<file path="src/rtl/hamming_codeword_rx.sv">
// hamming_codeword_rx: oversampled UART-style framer delivering 8-bit codewords on a valid/ready port
module hamming_codeword_rx #(
  parameter int OVERSAMPLE = 16,
  parameter int CW_WIDTH   = 8
) (
  input  logic                clock,
  input  logic                reset,
  input  logic                serial_in,
  input  logic                sample_tick,
  output logic [CW_WIDTH-1:0] codeword,
  output logic                cw_valid,
  input  logic                cw_ready,
  output logic                frame_err,
  output logic                overrun,
  output logic                busy
);
  localparam int TW = $clog2(OVERSAMPLE);
  localparam int BW = $clog2(CW_WIDTH + 1);
  localparam logic [TW-1:0] MID = TW'(OVERSAMPLE / 2 - 1);
  localparam logic [TW-1:0] TOP = TW'(OVERSAMPLE - 1);
  localparam logic [BW-1:0] LAST = BW'(CW_WIDTH - 1);
  typedef enum logic [2:0] {IDLE, START, DATA, STOP, BREAK} state_t;
  state_t state;
  logic sync_1, rx_s;
  logic [TW-1:0] tick_cnt;
  logic [BW-1:0] bit_idx;
  logic [CW_WIDTH-1:0] shift_reg;
  assign busy = state != IDLE;
  always_ff @(posedge clock or posedge reset) begin
    if (reset) begin
      sync_1    <= 1'b1;
      rx_s      <= 1'b1;
      state     <= IDLE;
      tick_cnt  <= '0;
      bit_idx   <= '0;
      shift_reg <= '0;
      codeword  <= '0;
      cw_valid  <= 1'b0;
      frame_err <= 1'b0;
      overrun   <= 1'b0;
    end else begin
      sync_1    <= serial_in;
      rx_s      <= sync_1;
      frame_err <= 1'b0;
      overrun   <= 1'b0;
      if (cw_valid && cw_ready) cw_valid <= 1'b0;
      if (sample_tick) begin
        unique case (state)
          IDLE: if (!rx_s) begin
            state    <= START;
            tick_cnt <= '0;
          end
          START: if (tick_cnt == MID) begin
            state    <= rx_s ? IDLE : DATA;
            tick_cnt <= '0;
            bit_idx  <= '0;
          end else tick_cnt <= tick_cnt + 1'b1;
          DATA: if (tick_cnt == TOP) begin
            shift_reg <= {shift_reg[CW_WIDTH-2:0], rx_s};
            tick_cnt  <= '0;
            bit_idx   <= bit_idx + 1'b1;
            if (bit_idx == LAST) state <= STOP;
          end else tick_cnt <= tick_cnt + 1'b1;
          STOP: if (tick_cnt == TOP) begin
            tick_cnt <= '0;
            state    <= rx_s ? IDLE : BREAK;
            frame_err <= !rx_s;
            // a word arriving while the previous one is still held is dropped,
            // unless the held word is being taken on this very edge
            if (rx_s && (!cw_valid || cw_ready)) begin
              codeword <= shift_reg;
              cw_valid <= 1'b1;
            end
            overrun <= rx_s && cw_valid && !cw_ready;
          end else tick_cnt <= tick_cnt + 1'b1;
          BREAK: if (rx_s) state <= IDLE;
          default: state <= IDLE;
        endcase
      end
    end
  end
endmodule

</file>
<file path="config.mk">
export PLATFORM = sky130hd
export DESIGN_NAME = hamming_codeword_rx
export DESIGN_NICKNAME = d
export VERILOG_FILES = /design/src/rtl/hamming_codeword_rx.sv
export SDC_FILE = /design/constraint.sdc
export NUM_CORES = 1
export LEC_CHECK = 0
export ABC_AREA = 1
export CELL_PAD_IN_SITES_DETAIL_PLACEMENT = 1
export CELL_PAD_IN_SITES_GLOBAL_PLACEMENT = 2
export CORE_ASPECT_RATIO = 1.2
export CORE_MARGIN = 4
export CORE_UTILIZATION = 33
export CTS_CLUSTER_SIZE = 10
export DETAILED_ROUTE_END_ITERATION = 8
export HOLD_SLACK_MARGIN = 0.05
export PLACE_DENSITY = 0.87
export SYNTH_ARGS = -nofsm -noshare
export SYNTH_HDL_FRONTEND = slang
export SYNTH_SLANG_ARGS = --single-unit
</file>
<file path="constraint.sdc">
create_clock -name clock -period 1.8 [get_ports clock]
set_clock_uncertainty 0.1 [all_clocks]
set_input_delay 0.54 -clock clock [delete_from_list [all_inputs] [get_ports clock]]
set_output_delay 0.54 -clock clock [all_outputs]
set_load 0.02 [all_outputs]
</file>
==> reports/results.tsv <==
stage	metric	value	unit
run_status	status	finished clean	
synthesis	synth_nets	186	
drt	vias_per_cell	4.71	
timing	layout_min_cycle_time	1.65	ns
clocking	htree_num_levels	2	
synthesis	netlist.area_leader.share	48.6	%
timing	drv_slew	0	
placement	hpwl	2.79	mm
power_and_ir_drop	vdd_drop_max	0.000668	V
floorplan	core_area	4560	um2
drt	dr_wl_met2	1.93	mm
synthesis	yosysUniqueCellTypes	24	
critical_path	endpoint_kind	output port	
synthesis	synthTopCellsByCount	nand2_1, dfrtp_1, nor2_1	
clocking	cts_tree	done	
floorplan	start_util	33.9	%
final_layout	insertedDiodeCount	0	
clocking	cts_made_buffers	5	
job	max_cap_violations	0	
timing	hold_viol	0	
final_layout	area_growth	26.0	%
synthesis	synth.area.top_cells	dfrtp_1, nand2_1, o21ai_2, nor2_1, inv_1	
timing	period_share	91.9	%
critical_path	worstPathArrival	1.01	ns
global_route	antenna_found_initial	0	
timing	fmax	604	MHz
drt	antenna_left	0	
placement	dp_slack	-0.137	ns
floorplan	die_h	82.9	um
placement	port_buffers	16	
synthesis	synth_edf_count	0	
timing	slew_headroom	75.6	%
power_and_ir_drop	leakagePower	1.00	nW
floorplan	rows	27	
global_route	grt_usage	13.5	%
synthesis	yosysMostFrequentCell	nand2_1	
clocking	clockBufferDepth	2	
drt	post-route-drc-count	0	
floorplan	dieArea	5840	um2
global_route	grt_pass1_vias	1398	
drt	num_vias	1273	
drt	drt_wl_total	3.58	mm
timing	tns	0	ns
critical_path	worst-path-max-fanout	2	
global_route	grt_pass1_wl	6.29	mm
timing	setup_viol	0	
clocking	cts.clk_slew.worst_paths	0.06	ns
synthesis	synth_seq_cells	32	
drt	dr.pass1.iters	4	
drt	wl_per_cell	13.2	um
synthesis	synthCells	179	
drt	wl_met3	125	um
timing	setup_slack	0.146	ns
synthesis	postSynth.asyncResetShare	100	%
global_route	grt_overflow	0	
power_and_ir_drop	power_density	1140	nW/um2
final_layout	fin_nets	218	
floorplan	die_w	70.4	um
worst_hold_path	hold_path_class	reg2reg	
synthesis	yosysTopAreaCell	dfrtp_1	
final_layout	stdcell_area	1950	um2
floorplan	io_pins	17	
synthesis	synth_area	1540	um2
clocking	cts_sinks	32	
clocking	ctsHoldBuffers	0	
synthesis	ys_warn_count	0	
synthesis	avgSynthCellArea	8.63	um2
synthesis	ys.flop_type	dfrtp_1	
drt	drt_iter0_drc	29	
critical_path	worst_setup_path_start_kind	flop	
drt	top_layer	met4	
global_route	grt_max_degree	33	
clocking	root_buffer	clkbuf_8	
critical_path	critPathKind	reg2out	
placement	dpl_cell_area	1840	um2
final_layout	drive_gt1_share	23.1	%
placement	place_congestion	0.760	
synthesis	ys_seq_area_share	52.0	%
power_and_ir_drop	finalPower	2.22	mW
timing	rsz0062_at_grt	false	
drt	wl_met1	1.47	mm
timing	worst_pin_slew	0.362	ns
timing	holdWs	0.258	ns
critical_path	crit_required	1.16	ns
clocking	clk_latency	0.28	ns
-- power by group --
part	total, mW	internal [mW]	switching, mW
sequential	0.860	0.793	0.0671
combinational	0.695	0.263	0.432
clock	0.663	0.410	0.253
total	2.22	1.47	0.751
-- layer usage --
layer / global-route usage, % / vias up
met4: 7.67 / 0
met1: 15.2 / 615
met2: 23.3 / 25
li1: - / 631
met5: 0 / -
met3: 2.66 / 2
-- worst max-delay path, cell delays in order (launching register included) --
cell     delay, ns
dfrtp_1       0.40
nor2_2        0.14
nand2_1       0.06
buf_2         0.15
-- layout by cell type (no fill, tap or decap) --
cell	instances
dlygate4sd2_1	11
clkbuf_1	1
o21ai_2	8
nand3_2	2
nand2_1	57
inv_2	4
nor3b_1	1
nor2_1	17
clkbuf_8	5
o21ai_1	4
nand3_4	1
bufinv_16	1
dfrtp_1	30
buf_12	1
nor4_1	1
a21oi_1	1
buf_4	10
ha_1	2
clkinv_2	1
nand3_1	10
xnor2_1	1
a21oi_2	2
clkdlybuf4s50_1	4
nand4_1	2
o21ai_0	5
o31ai_1	1
nor2_2	6
nor2_4	3
buf_2	1
inv_1	15
dfstp_2	2
nand2_2	2
-- final timing paths --
path,start,to,slack (ns),depth (start not counted)
worst max-delay path,state[1]$_DFFE_PP0P_,busy,0.15,3
worst min-delay path,sync_1$_DFF_PP1_,rx_s$_DFF_PP1_,0.26,0
worst max register to register,state[2]$_DFFE_PP0P_,shift_reg[3]$_DFFE_PP0P_,0.16,7
worst min register to register,sync_1$_DFF_PP1_,rx_s$_DFF_PP1_,0.26,0
max in group asynchronous,reset,rx_s$_DFF_PP1_,0.83,3
min in group asynchronous,reset,codeword[4]$_DFFE_PP0P_,0.52,3
-- stage by stage --
stage	utilization (%)	cells
after floorplan	-	179
after global placement	40.4	261
after detailed placement	40.4	261
after CTS	42.5	269
after global routing	42.7	270
final	42.7	270
-- what timing repair did --
| action | CTS | global route |
|---|---|---|
| setup endpoints to repair | 12 | 4 |
| resized for setup | 15 | 2 |
| pin swaps | 0 | 1 |
| setup buffers | 0 | 1 |
-- cell type report --
cell class	count	area [um2]
fill	568	2620
clock buffer	6	72.6
sequential	32	803
inverter	19	71.3
timing repair buffer	27	236
clock inverter	2	35.0
tap	58	72.6
multi-input combinational	126	654
-- cell families (layout without fill, tap and decap cells) --
logic type	count (synthesis)	after routing	share of synthesized area, %
xor+xnor	1	1	0.567
buf+inv	21	54	6.08
simple gates	102	102	30.3
flops	32	32	52.0
fa+ha+maj	2	2	1.62
compound gates	21	21	9.40
No activity file was read; power rests on OpenSTA's default activity.
